===== src/rtl/sys_defs.svh =====
// rtl/sys_defs.svh - system-wide sizing macros for the Big FV datapath
`ifndef SYS_DEFS_SVH
`define SYS_DEFS_SVH

`define Num_Banks_all_FV 4
`define Max_replay_Iter  4
`define Max_update_Iter  4
`define Max_FV_num       16

`endif


===== src/rtl/big_fv_iter_sched_pkg.sv =====
// rtl/big_fv_iter_sched_pkg.sv - shared state enum and derived widths for the Big FV iteration scheduler
`include "sys_defs.svh"

package big_fv_iter_sched_pkg;

  localparam int NUM_BANKS_ALL_FV = `Num_Banks_all_FV;
  localparam int MAX_REPLAY       = `Max_replay_Iter;
  localparam int MAX_UPDATE       = `Max_update_Iter;
  localparam int MAX_FV           = `Max_FV_num;

  localparam int REPLAY_IDX_W = $clog2(MAX_REPLAY);
  localparam int UPDATE_IDX_W = $clog2(MAX_UPDATE);
  localparam int REPLAY_CFG_W = REPLAY_IDX_W + 1;
  localparam int UPDATE_CFG_W = UPDATE_IDX_W + 1;
  localparam int FV_W         = $clog2(MAX_FV) + 1;

  localparam logic [REPLAY_CFG_W-1:0] MAX_REPLAY_CFG = REPLAY_CFG_W'(MAX_REPLAY);
  localparam logic [UPDATE_CFG_W-1:0] MAX_UPDATE_CFG = UPDATE_CFG_W'(MAX_UPDATE);
  localparam logic [FV_W-1:0]         MAX_FV_CFG     = FV_W'(MAX_FV);

  typedef enum logic [2:0] {
    IDLE,
    BEGIN,
    STREAM,
    WAIT_UPD,
    ADVANCE,
    DONE
  } sched_state_e;

endpackage


===== src/rtl/big_fv_iter_sched.sv =====
// rtl/big_fv_iter_sched.sv - sequences replay/update iterations across the Big FV bank controllers
`include "sys_defs.svh"

module big_fv_iter_sched
  import big_fv_iter_sched_pkg::*;
#(
  parameter int NUM_BANKS = `Num_Banks_all_FV
) (
  input  logic                                clk,
  input  logic                                reset,
  input  logic                                start,
  input  logic                                abort,
  input  logic [$clog2(`Max_replay_Iter):0]   cfg_replay_num,
  input  logic [$clog2(`Max_update_Iter):0]   cfg_update_num,
  input  logic [$clog2(`Max_FV_num):0]        cfg_FV_num,
  input  logic [NUM_BANKS-1:0]                bank_stream_done,
  input  logic                                update_done,
  output logic [$clog2(`Max_replay_Iter)-1:0] Cur_Replay_Iter,
  output logic [$clog2(`Max_update_Iter)-1:0] Cur_Update_Iter,
  output logic [$clog2(`Max_FV_num):0]        FV_num,
  output logic                                stream_begin,
  output logic                                ping_sel,
  output logic                                busy,
  output logic                                run_done,
  output logic                                cfg_err
);

  sched_state_e state, state_n;

  logic [NUM_BANKS-1:0]    sticky;
  logic                    pending;
  logic [REPLAY_CFG_W-1:0] replay_num_q;
  logic [UPDATE_CFG_W-1:0] update_num_q;
  logic                    cfg_ok;
  logic                    all_done;
  logic                    last_replay;
  logic                    last_update;

  always_comb begin
    cfg_ok = (cfg_replay_num != '0) && (cfg_replay_num <= MAX_REPLAY_CFG) &&
             (cfg_update_num != '0) && (cfg_update_num <= MAX_UPDATE_CFG) &&
             (cfg_FV_num != '0)     && (cfg_FV_num <= MAX_FV_CFG);
    all_done    = &(sticky | bank_stream_done);
    last_replay = (({1'b0, Cur_Replay_Iter} + REPLAY_CFG_W'(1)) == replay_num_q);
    last_update = (({1'b0, Cur_Update_Iter} + UPDATE_CFG_W'(1)) == update_num_q);

    state_n = state;
    case (state)
      IDLE:     if (start && cfg_ok) state_n = BEGIN;
      BEGIN:    state_n = STREAM;
      STREAM:   if (all_done) state_n = WAIT_UPD;
      WAIT_UPD: if (update_done || pending) state_n = ADVANCE;
      ADVANCE:  state_n = (last_replay && last_update) ? DONE : BEGIN;
      DONE:     state_n = IDLE;
      default:  state_n = IDLE;
    endcase
    // Cancel wins over every other transition once a run is underway.
    if (abort && (state != IDLE)) state_n = IDLE;
  end

  always_ff @(posedge clk) begin
    if (!reset) begin
      state           <= IDLE;
      sticky          <= '0;
      pending         <= 1'b0;
      replay_num_q    <= '0;
      update_num_q    <= '0;
      Cur_Replay_Iter <= '0;
      Cur_Update_Iter <= '0;
      FV_num          <= '0;
      stream_begin    <= 1'b0;
      ping_sel        <= 1'b0;
      busy            <= 1'b0;
      run_done        <= 1'b0;
      cfg_err         <= 1'b0;
    end else begin
      state        <= state_n;
      stream_begin <= (state_n == BEGIN);
      busy         <= (state_n != IDLE);
      run_done     <= (state_n == DONE);
      cfg_err      <= (state == IDLE) && start && !cfg_ok;

      case (state)
        IDLE: begin
          if (start && cfg_ok) begin
            replay_num_q    <= cfg_replay_num;
            update_num_q    <= cfg_update_num;
            FV_num          <= cfg_FV_num;
            Cur_Replay_Iter <= '0;
            Cur_Update_Iter <= '0;
          end
        end
        BEGIN: begin
          sticky  <= '0;
          pending <= 1'b0;
        end
        STREAM: begin
          // An early update completion is remembered so WAIT_UPD cannot stall on it.
          sticky  <= sticky | bank_stream_done;
          pending <= pending | update_done;
        end
        ADVANCE: begin
          if (!abort) begin
            if (!last_replay) begin
              Cur_Replay_Iter <= Cur_Replay_Iter + REPLAY_IDX_W'(1);
            end else begin
              Cur_Replay_Iter <= '0;
              ping_sel        <= ~ping_sel;
              if (!last_update) Cur_Update_Iter <= Cur_Update_Iter + UPDATE_IDX_W'(1);
            end
          end
        end
        default: ;
      endcase
    end
  end

endmodule


===== config.mk =====
export PLATFORM = sky130hd
export DESIGN_NAME = big_fv_iter_sched
export DESIGN_NICKNAME = d
export VERILOG_FILES = /design/src/rtl/big_fv_iter_sched_pkg.sv /design/src/rtl/big_fv_iter_sched.sv
export VERILOG_INCLUDE_DIRS = /design/src /design/src/rtl
export SDC_FILE = /design/constraint.sdc
export NUM_CORES = 1
export LEC_CHECK = 0
export CORE_MARGIN = 4
export CORE_UTILIZATION = 25
export CTS_CLUSTER_SIZE = 16
export DETAILED_ROUTE_END_ITERATION = 6
export PLACE_DENSITY = 0.46
export SLEW_MARGIN = 20
export SYNTH_ARGS = -nofsm -noshare
export SYNTH_HDL_FRONTEND = slang
export SYNTH_SLANG_ARGS = --single-unit

===== constraint.sdc =====
create_clock -name clk -period 4.5 [get_ports clk]
set_clock_uncertainty 0.2 [all_clocks]
set_input_delay 0.45 -clock clk [delete_from_list [all_inputs] [get_ports clk]]
set_output_delay 0.45 -clock clk [all_outputs]
set_load 0.01 [all_outputs]

==> load_flow_metrics.sql, run 1 <==
INSERT INTO impl_metrics (metric_group, metric, value, unit) VALUES
('finish', 'drive_above_1_share', '0.0529', ''),
('placed_design', 'detailedPlacementHpwl', '2800', 'µm'),
('global_route', 'total_overflow_reported_by_the_global_router', '0', ''),
('setup_path', 'critPathLaunchType', 'primary input', ''),
('setup_path', 'worst-r2r-cell-count', '5', ''),
('sta', 'timing.final.setup_violations', '0', ''),
('finish', 'final_cells', '261', ''),
('min_path', 'worst_hold_path_type', 'flip-flop to flip-flop', ''),
('placed_design', 'port_buffers', '33', ''),
('setup_path', 'worst_setup_path_end_kind', 'flip-flop', ''),
('setup_path', 'critPathRequiredTime', '4.51', 'ns'),
('job', 'maxCapViolCount', '0', ''),
('finish', 'nets', '212', ''),
('pwr', 'power.static_leakage', '0.598', 'nW'),
('sta', 'worst_slew_pin_slew', '1.02', 'ns'),
('outcome', 'outcome', 'completed', ''),
('logic_synthesis', 'netlist_top_cells_area', 'dfxtp_1 40%, o31ai_1 8.0%, a21oi_1 6.4%, nand4_1 6.2%, o21a_1 3.2%', ''),
('die', 'row_count', '27', ''),
('sta', 'fin_ws', '1.90', 'ns'),
('placed_design', 'place.gp.congestion', '0.726', ''),
('pwr', 'power.total', '0.000551', 'W'),
('sta', 'finalCritPeriodShare', '0.578', ''),
('clock_network', 'cts_tree', 'built', ''),
('die', 'boundaryPins', '34', ''),
('finish', 'area_growth', '32.1', '%'),
('routing', 'final_antenna_net_count', '0', ''),
('routing', 'num_vias', '1381', ''),
('die', 'start_util', '0.257', ''),
('die', 'design.die.area', '0.00690', 'mm²'),
('sta', 'rsz0062_at_grt', 'no', ''),
('setup_path', 'origin_of_the_critical_flop_to_flop_path', 'Cur_Replay_Iter[0]', ''),
('clock_network', 'setup_fix_buffers_added_after_clock_tree_synthesis', '0', ''),
('clock_network', 'cts.sink_count', '28', ''),
('sta', 'hold_viol_final', '0', ''),
('logic_synthesis', 'ys_seq_elements', '28', ''),
('pwr', 'pwr_density', '296', 'mW/mm²'),
('global_route', 'largest_net_degree_at_the_start_of_global_routing', '20', ''),
('logic_synthesis', 'seq_area_frac_synth', '0.398', ''),
('setup_path', 'worst_r2r_endpoint', 'run_done', ''),
('setup_path', 'critPathKind', 'primary input to flip-flop', ''),
('clock_network', 'cts_clock_pin_slew_for_the_worst_setup_and_hold_paths', '0.10', 'ns'),
('logic_synthesis', 'post_synth_inst_count', '163', ''),
('finish', 'antenna-diode-count', '0', ''),
('clock_network', 'cts_buffers', '3', ''),
('routing', 'totalWireLength', '3840', 'µm'),
('finish', 'final_common_cell', 'clkdlybuf4s50_1', ''),
('setup_path', 'crit_path_start', 'cfg_FV_num[1]', ''),
('logic_synthesis', 'netlist.area_leader.share', '0.398', ''),
('setup_path', 'setup.worst_path.end', 'Cur_Replay_Iter[1]', ''),
('sta', 'relative_slew_slack', '0.320', ''),
('logic_synthesis', 'synth_area_per_cell', '8.64', 'µm²'),
('clock_network', 'cts_buffer_depth', '2', ''),
('sta', 'max_freq', '385', 'MHz'),
('finish', 'filler_cell_count', '563', ''),
('logic_synthesis', 'post_syn_nets', '185', ''),
('finish', 'layout_common_cells', '33 x clkdlybuf4s50_1, 28 x dfxtp_1, 18 x a21oi_1, 15 x o31ai_1, 14 x nand4_1', ''),
('routing', 'drc', '0', ''),
('routing', 'wl_per_cell', '14.7', 'µm'),
('pwr', 'ir_worst_vdd', '111', 'µV'),
('clock_network', 'quantity_of_hold_fixing_buffers_added_after_cts', '0', ''),
('routing', 'number_of_drc_violations_after_detailed_routing_iteration_0', '66', ''),
('logic_synthesis', 'yosys.area.top_type', 'dfxtp_1', ''),
('logic_synthesis', 'synth_area', '0.00141', 'mm²'),
('die', 'die_height', '83.1', 'µm'),
('setup_path', 'rrSetupSlack', '2.27', 'ns'),
('clock_network', 'clock_latency', '0.28', 'ns'),
('die', 'fp.dieW', '83.1', 'µm'),
('die', 'core_region_area', '0.00547', 'mm²'),
('logic_synthesis', 'yosys.cell_types.count', '38', ''),
('routing', 'firstDrtPassIters', '4', ''),
('sta', 'slew_violations', '0', '');
==> cell usage after synthesis <==
library cell,instances
dfxtp_1,28
a21oi_1,18
o31ai_1,15
nand4_1,14
clkbuf_1,11
nor2_1,10
nand2_1,6
o21a_1,6
o21ai_0,5
xnor2_1,5
o21ai_1,4
xor2_1,4
nand3_1,3
nor3_1,3
a2111oi_0,2
ha_1,2
nand2b_1,2
nor4_2,2
o22ai_1,2
o31a_1,2
or3_1,2
a2111oi_2,1
a211oi_1,1
a31oi_1,1
a32o_2,1
and2_1,1
and3_1,1
and4_1,1
buf_2,1
clkinv_1,1
inv_1,1
mux2i_1,1
nand4b_1,1
nor2b_1,1
or2_1,1
or3_4,1
or3b_1,1
or4b_1,1
==> registers in the layout, summed over array words and instances, names as in the netlist <==
signal and flops:
FV_num 5, sticky 4, replay_num_q 3, state 3, update_num_q 3, Cur_Replay_Iter 2
Cur_Update_Iter 2, busy 1, cfg_err 1, pending 1, ping_sel 1, run_done 1
stream_begin 1
==> logic make-up (layout without fill, tap and decap cells) <==
logic type,count (synthesis),after routing,share of synthesized area
AOI/OAI and AO/OA,58,58,0.270
and+or+nand+nor,51,51,0.213
DFF,28,28,0.398
buffers and inverters,14,40,0.0382
xor gates and xnor gates,9,9,0.0559
adders and majority gates,2,2,0.0178
muxes,1,1,0.00711
==> power breakdown <==
| group | internal, W | switching [W] |
|---|---|---|
| registers | 0.000256 | 0.00000706 |
| logic | 0.0000365 | 0.0000476 |
| clock network | 0.000119 | 0.0000849 |
==> area by class of cell <==
class / count / area (µm²) / share of cell area
inverters: 2 / 7.51 / 0.00403
flip-flops and latches: 28 / 561 / 0.301
multi-input cells: 121 / 795 / 0.427
clock buffers: 3 / 41.3 / 0.0222
repair buffers: 34 / 338 / 0.181
well taps: 72 / 90.1 / 0.0484
clock inverters: 1 / 30.0 / 0.0161
==> routing by layer <==
layer / track usage / routed length, µm
met1: 0.130 / 1740
met2: 0.196 / 1900
met3: 0.0159 / 134
met4: 0.0461 / 61
met5: 0 / 0
==> through the flow <==
stage / instance area, µm² / utilization
finish: 1860 / 0.340
global route: 1860 / 0.340
CTS: 1860 / 0.340
detailed placement: 1790 / 0.327
global placement: 1790 / 0.327
floorplan: 1410 / -
==> how the worst min path moves through the flow <==
stage                     from         endpoint  slack, ns  cells past startpoint
2_1_floorplan  replay_num_q[1]  replay_num_q[1]       0.26                      2
3_3_place_gp         FV_num[4]        FV_num[4]       0.27                      2
3_5_place_dp         FV_num[4]        FV_num[4]       0.27                      2
4_1_cts              FV_num[4]        FV_num[4]       0.28                      2
5_1_grt              FV_num[1]        FV_num[1]       0.31                      2
6_report             FV_num[4]        FV_num[4]       0.28                      2
==> worst max-delay path, cell delays in order <==
cell,delay [ns]
clkdlybuf4s50_1,0.44
nor4_2,0.41
xor2_1,0.84
o31a_1,0.28
mux2i_1,0.19
Note: power is estimated with default switching activity, not from simulation.
==> run 2: changes to the inputs <==
==> constraint.sdc (replaced) <==
create_clock -name clk -period 2.61 [get_ports clk]
set_clock_uncertainty 0.2 [all_clocks]
set_input_delay 0.261 -clock clk [delete_from_list [all_inputs] [get_ports clk]]
set_output_delay 0.261 -clock clk [all_outputs]
set_load 0.01 [all_outputs]
==> load_flow_metrics.sql, run 2 (synthesis gave the netlist of run 1 again) <==
INSERT INTO impl_metrics (metric_group, metric, value, unit) VALUES
('finish', 'largest_register', 'FV_num', ''),
('die', 'die_height', '83.1', 'µm'),
('clock_network', 'clock_latency', '0.28', 'ns'),
('clock_network', 'cts_clock_pin_slew_for_the_worst_setup_and_hold_paths', '0.10', 'ns'),
('finish', 'reg_top3', 'FV_num: 5 flops, sticky: 4 flops', ''),
('routing', 'vias_per_cell', '5.26', ''),
('die', 'row_count', '27', ''),
('clock_network', 'cts_root_buffer', 'clkbuf_8', ''),
('setup_path', 'critPathRequiredTime', '2.58', 'ns'),
('finish', 'layout_common_cells', '33 x clkdlybuf4s50_1, 28 x dfxtp_1, 18 x a21oi_1, 15 x o31ai_1, 14 x nand4_1', ''),
('setup_path', 'critical_path.max_stage_delay', '0.44', 'ns'),
('finish', 'final_common_cell', 'clkdlybuf4s50_1', ''),
('sta', 'fin_setup_tns', '0', 'ns'),
('clock_network', 'cts_tree', 'built', ''),
('pwr', 'ir_worst_vdd', '192', 'µV'),
('routing', 'firstDrtPassIters', '4', ''),
('die', 'boundaryPins', '34', ''),
('outcome', 'outcome', 'completed', ''),
('sta', 'hold_viol_final', '0', ''),
('routing', 'number_of_drc_violations_after_detailed_routing_iteration_0', '107', ''),
('placed_design', 'dpl-instance-area', '0.00184', 'mm²'),
('routing', 'num_vias', '1405', ''),
('sta', 'final_period_minus_worst_setup_slack', '2.29', 'ns'),
('sta', 'timing.final.setup_violations', '0', ''),
('placed_design', 'port_buffers', '33', ''),
('setup_path', 'critPathKind', 'flip-flop to flip-flop', ''),
('finish', 'area_growth', '34.2', '%'),
('global_route', 'initial_antenna_violation_count', '0', ''),
('global_route', 'gr-usage-all-layers', '0.110', ''),
('sta', 'rsz0062_at_grt', 'no', ''),
('setup_path', 'critPathLaunchType', 'flip-flop', ''),
('sta', 'relative_slew_slack', '0.696', ''),
('die', 'fp.dieW', '83.1', 'µm'),
('finish', 'antenna-diode-count', '0', ''),
('setup_path', 'crit_path_start', 'Cur_Replay_Iter[0]', ''),
('global_route', 'largest_net_degree_at_the_start_of_global_routing', '16', ''),
('routing', 'wl_per_cell', '14.2', 'µm'),
('clock_network', 'cts_buffer_depth', '2', ''),
('setup_path', 'cp.arrival', '2.25', 'ns'),
('clock_network', 'quantity_of_hold_fixing_buffers_added_after_cts', '0', ''),
('routing', 'drc', '0', ''),
('setup_path', 'worst_r2r_endpoint', 'run_done', ''),
('finish', 'multiInputGateArea', '795', 'µm²'),
('setup_path', 'critPathMaxFanout', '5', ''),
('setup_path', 'worst_setup_path_end_kind', 'flip-flop', ''),
('pwr', 'power.static_leakage', '0.620', 'nW'),
('global_route', 'total_overflow_reported_by_the_global_router', '0', ''),
('routing', 'final_antenna_net_count', '0', ''),
('finish', 'nets', '218', ''),
('sta', 'max_freq', '437', 'MHz'),
('clock_network', 'cts_buffers', '3', ''),
('placed_design', 'detailedPlacementHpwl', '2830', 'µm'),
('clock_network', 'cts.sink_count', '28', ''),
('finish', 'flip_flop_count_of_the_largest_register_all_copies_and_words_added', '5', ''),
('routing', 'totalWireLength', '3790', 'µm'),
('pwr', 'pwr_density', '468', 'mW/mm²'),
('global_route', 'grt_pass1_wl', '6270', 'µm'),
('global_route', 'number_of_global_route_vias_before_repair', '1355', ''),
('setup_path', 'rrSetupSlack', '0.32', 'ns'),
('setup_path', 'setup.worst_path.end', 'run_done', ''),
('die', 'start_util', '0.257', ''),
('setup_path', 'worst_path_max_delay_cell', 'dfxtp_1', ''),
('job', 'maxCapViolCount', '0', ''),
('die', 'core_region_area', '0.00547', 'mm²'),
('finish', 'drive_above_1_share', '0.0821', ''),
('clock_network', 'cts_resized', '0', ''),
('setup_path', 'worstPathCellList', 'ha_1 -> xor2_1 -> or3_4 -> o31a_1 -> a2111oi_2', ''),
('setup_path', 'worst-r2r-cell-count', '5', ''),
('finish', 'finalInstanceArea', '0.00189', 'mm²'),
('finish', 'filler_cell_count', '567', ''),
('sta', 'finalCritPeriodShare', '0.876', ''),
('clock_network', 'clock_h_tree_levels', '1', ''),
('min_path', 'worst_hold_path_type', 'flip-flop to flip-flop', ''),
('die', 'design.die.area', '0.00690', 'mm²'),
('clock_network', 'setup_fix_buffers_added_after_clock_tree_synthesis', '0', ''),
('sta', 'slew_violations', '0', ''),
('pwr', 'power.total', '0.000886', 'W'),
('sta', 'worst_slew_pin_slew', '0.453', 'ns'),
('placed_design', 'place.gp.congestion', '0.770', ''),
('finish', 'area.sequential', '561', 'µm²'),
('setup_path', 'origin_of_the_critical_flop_to_flop_path', 'Cur_Replay_Iter[0]', '');
==> run 2: cell types whose count changed in the layout (fill, tap and decap cells not counted) <==
| cell | previous run | this run |
|---|---|---|
| buf_4 | 1 | 7 |
| bufinv_16 | 1 | 0 |
| clkbuf_8 | 3 | 4 |
==> run 2: worst min-delay path by stage <==
stage                      endpoint  cells after the start         startpoint  slack (ns)
floorplan           replay_num_q[0]                      2  cfg_replay_num[0]        0.21
global placement          FV_num[1]                      2          FV_num[1]        0.27
detailed placement        FV_num[3]                      2          FV_num[3]        0.26
CTS                       FV_num[3]                      2          FV_num[3]        0.28
global route        update_num_q[1]                      2    update_num_q[1]        0.32
finish                    FV_num[3]                      2          FV_num[3]        0.28
==> run 2: where the power goes <==
group | internal [W] | total, W | switching (W)
Combinational | 0.0000716 | 0.000154 | 0.0000828
Clock | 0.000135 | 0.000278 | 0.000142
Sequential | 0.000441 | 0.000454 | 0.0000127
==> run 2: worst max-delay path: cells and delay by family, from the launching register on <==
family                     cells  cell delay (ns)
DFF                            1             0.44
and+or+nand+nor                1             0.40
xor gates and xnor gates       1             0.17
adders and majority gates      1             0.28
AOI/OAI and AO/OA              2             0.68
==> run 2: layer usage <==
layer  track usage  wire length [µm]  up-vias
li1              -                 -      683
met2         0.171              1770       45
met5             0                 0        -
met3        0.0188               166        7
met4        0.0579                86        0
met1         0.147              1760      670
==> run 2: through the flow <==
step / worst slack (ns) / util / hold slack, ns / std cells
floorplan: 0.463 / - / 0.211 / 163
global placement: 0.327 / 0.335 / 0.266 / 263
detailed placement: 0.298 / 0.335 / 0.264 / 263
CTS: 0.330 / 0.345 / 0.283 / 267
global route: 0.223 / 0.345 / 0.319 / 267
finish: 0.322 / 0.345 / 0.283 / 267
==> run 2: area by class of cell <==
class / instances / share of cell area
flip-flops and latches: 28 / 0.296
inverters: 2 / 0.00397
well taps: 72 / 0.0477
clock buffers: 4 / 0.0291
repair buffers: 40 / 0.203
multi-input cells: 121 / 0.420
==> run 3: changes to the inputs <==
--- a/config.mk
+++ b/config.mk
@@ -6,6 +6,7 @@
 export SDC_FILE = /design/constraint.sdc
 export NUM_CORES = 1
 export LEC_CHECK = 0
+export CORE_ASPECT_RATIO = 0.8
 export CORE_MARGIN = 4
 export CORE_UTILIZATION = 25
 export CTS_CLUSTER_SIZE = 16
==> load_flow_metrics.sql, run 3 (synthesis gave the netlist of run 1 again) <==
INSERT INTO impl_metrics (metric_group, metric, value, unit) VALUES
('die', 'boundaryPins', '34', ''),
('setup_path', 'critPathKind', 'flip-flop to flip-flop', ''),
('finish', 'nets', '217', ''),
('clock_network', 'clock_latency', '0.27', 'ns'),
('sta', 'final.hold.worst_slack', '0.284', 'ns'),
('routing', 'vias_per_cell', '5.18', ''),
('routing', 'final_antenna_net_count', '0', ''),
('finish', 'final_common_cell', 'clkdlybuf4s50_1', ''),
('clock_network', 'clock_h_tree_levels', '1', ''),
('sta', 'slew_violations', '0', ''),
('die', 'start_util', '0.258', ''),
('routing', 'm1WireLength', '2030', 'µm'),
('sta', 'fin_setup_tns', '0', 'ns'),
('global_route', 'grt_pass1_wl', '6410', 'µm'),
('finish', 'largest_register', 'FV_num', ''),
('setup_path', 'critPathLaunchType', 'flip-flop', ''),
('sta', 'relative_slew_slack', '0.643', ''),
('finish', 'antenna-diode-count', '0', ''),
('setup_path', 'critPathRequiredTime', '2.57', 'ns'),
('sta', 'timing.final.setup_violations', '0', ''),
('clock_network', 'cts_buffers', '3', ''),
('finish', 'filler_cell_count', '574', ''),
('setup_path', 'worst-r2r-cell-count', '5', ''),
('sta', 'worst_slew_pin_slew', '0.534', 'ns'),
('clock_network', 'setup_fix_buffers_added_after_clock_tree_synthesis', '0', ''),
('finish', 'reg_top3', 'FV_num: 5 flops, sticky: 4 flops', ''),
('setup_path', 'cp.arrival', '2.27', 'ns'),
('routing', 'top_layer', 'met4', ''),
('placed_design', 'dpl-instance-area', '0.00184', 'mm²'),
('routing', 'number_of_drc_violations_after_detailed_routing_iteration_0', '74', ''),
('pwr', 'power.static_leakage', '0.608', 'nW'),
('clock_network', 'cts.sink_count', '28', ''),
('global_route', 'largest_net_degree_at_the_start_of_global_routing', '20', ''),
('clock_network', 'cts_tree', 'built', ''),
('die', 'die_height', '75.1', 'µm'),
('global_route', 'initial_antenna_violation_count', '0', ''),
('finish', 'layout_common_cells', '33 x clkdlybuf4s50_1, 28 x dfxtp_1, 18 x a21oi_1, 15 x o31ai_1, 14 x nand4_1', ''),
('pwr', 'pwr_density', '449', 'mW/mm²'),
('clock_network', 'cts_clock_pin_slew_for_the_worst_setup_and_hold_paths', '0.09', 'ns'),
('routing', 'num_vias', '1404', ''),
('setup_path', 'worst_r2r_endpoint', 'run_done', ''),
('clock_network', 'cts_resized', '0', ''),
('setup_path', 'rrSetupSlack', '0.29', 'ns'),
('routing', 'wl_met2', '1770', 'µm'),
('setup_path', 'origin_of_the_critical_flop_to_flop_path', 'Cur_Replay_Iter[0]', ''),
('routing', 'totalWireLength', '4020', 'µm'),
('global_route', 'gr-usage-all-layers', '0.115', ''),
('placed_design', 'port_buffers', '33', ''),
('min_path', 'worst_hold_path_type', 'flip-flop to flip-flop', ''),
('min_path', 'min_to', 'Cur_Update_Iter[1]', ''),
('clock_network', 'cts_root_buffer', 'clkbuf_8', ''),
('finish', 'drive_above_1_share', '0.0725', ''),
('clock_network', 'quantity_of_hold_fixing_buffers_added_after_cts', '0', ''),
('setup_path', 'worst_setup_path_end_kind', 'flip-flop', ''),
('die', 'fp.dieW', '91.9', 'µm'),
('min_path', 'min_path_cells', '2', ''),
('sta', 'hold_viol_final', '0', ''),
('routing', 'wl_per_cell', '14.8', 'µm'),
('routing', 'route.met3.wl', '186', 'µm'),
('sta', 'finalCritPeriodShare', '0.888', ''),
('finish', 'finalInstanceArea', '0.00188', 'mm²'),
('min_path', 'hp-start', 'Cur_Update_Iter[1]', ''),
('routing', 'firstDrtPassIters', '4', ''),
('clock_network', 'cts_buffer_depth', '2', ''),
('sta', 'rsz0062_at_grt', 'no', ''),
('routing', 'drc', '0', ''),
('finish', 'flip_flop_count_of_the_largest_register_all_copies_and_words_added', '5', ''),
('global_route', 'total_overflow_reported_by_the_global_router', '0', ''),
('placed_design', 'place.gp.congestion', '0.733', ''),
('setup_path', 'critPathMaxFanout', '5', ''),
('die', 'row_count', '24', ''),
('global_route', 'number_of_global_route_vias_before_repair', '1334', ''),
('finish', 'area_growth', '33.2', '%'),
('pwr', 'ir_worst_vdd', '193', 'µV'),
('outcome', 'outcome', 'completed', ''),
('die', 'core_region_area', '0.00547', 'mm²'),
('sta', 'max_freq', '431', 'MHz'),
('job', 'maxCapViolCount', '0', ''),
('setup_path', 'crit_path_start', 'Cur_Replay_Iter[0]', ''),
('placed_design', 'detailedPlacementHpwl', '3040', 'µm'),
('die', 'design.die.area', '0.00691', 'mm²'),
('sta', 'final_period_minus_worst_setup_slack', '2.32', 'ns');
[run 3: cell count changes in the layout (fill, tap and decap cells not counted)]
cell	previous run	this run
clkbuf_8	4	3
buf_4	7	6
[run 3: cell type report]
type,instances,area [µm²],share of cell area
Inverter,2,7.51,0.00400
Multi-Input combinational cell,121,795,0.423
Tap cell,78,97.6,0.0520
Sequential cell,28,561,0.299
Timing Repair Buffer,39,375,0.200
Clock buffer,3,41.3,0.0220
[run 3: how the worst max path moves through the flow]
| stage | cells past startpoint | end | slack, ns |
|---|---|---|---|
| floorplan | 5 | run_done | 0.46 |
| global placement | 5 | run_done | 0.30 |
| detailed placement | 6 | FV_num[0] | 0.26 |
| CTS | 5 | run_done | 0.28 |
| global route | 5 | run_done | 0.16 |
| finish | 5 | run_done | 0.29 |
[run 3: where the power goes]
group / switching (W) / internal, W / total [W]
Combinational: 0.0000849 / 0.0000707 / 0.000156
Clock: 0.000130 / 0.000104 / 0.000234
Sequential: 0.0000130 / 0.000441 / 0.000454
Total: 0.000228 / 0.000615 / 0.000843
[run 3: stage by stage]
| stage | power [W] | utilization | setup slack (ns) | instances |
|---|---|---|---|---|
| 2_1_floorplan | 0.000540 | - | 0.463 | 163 |
| 3_3_place_gp | 0.000613 | 0.336 | 0.304 | 268 |
| 3_5_place_dp | 0.000618 | 0.336 | 0.255 | 268 |
| 4_1_cts | 0.000854 | 0.343 | 0.276 | 271 |
| 5_1_grt | 0.000886 | 0.343 | 0.160 | 271 |
| 6_report | 0.000843 | 0.343 | 0.291 | 271 |
[run 3: worst max-delay path: stages (launching register included)]
cell and delay [ns]:
dfxtp_1 0.44, ha_1 0.30, xor2_1 0.17, or3_4 0.40, o31a_1 0.31, a2111oi_2 0.38
[run 3: routing by layer]
metal,vias up,track usage
li1,685,-
met1,671,0.161
met2,44,0.181
met3,4,0.0300
met4,0,0.0231
met5,-,0
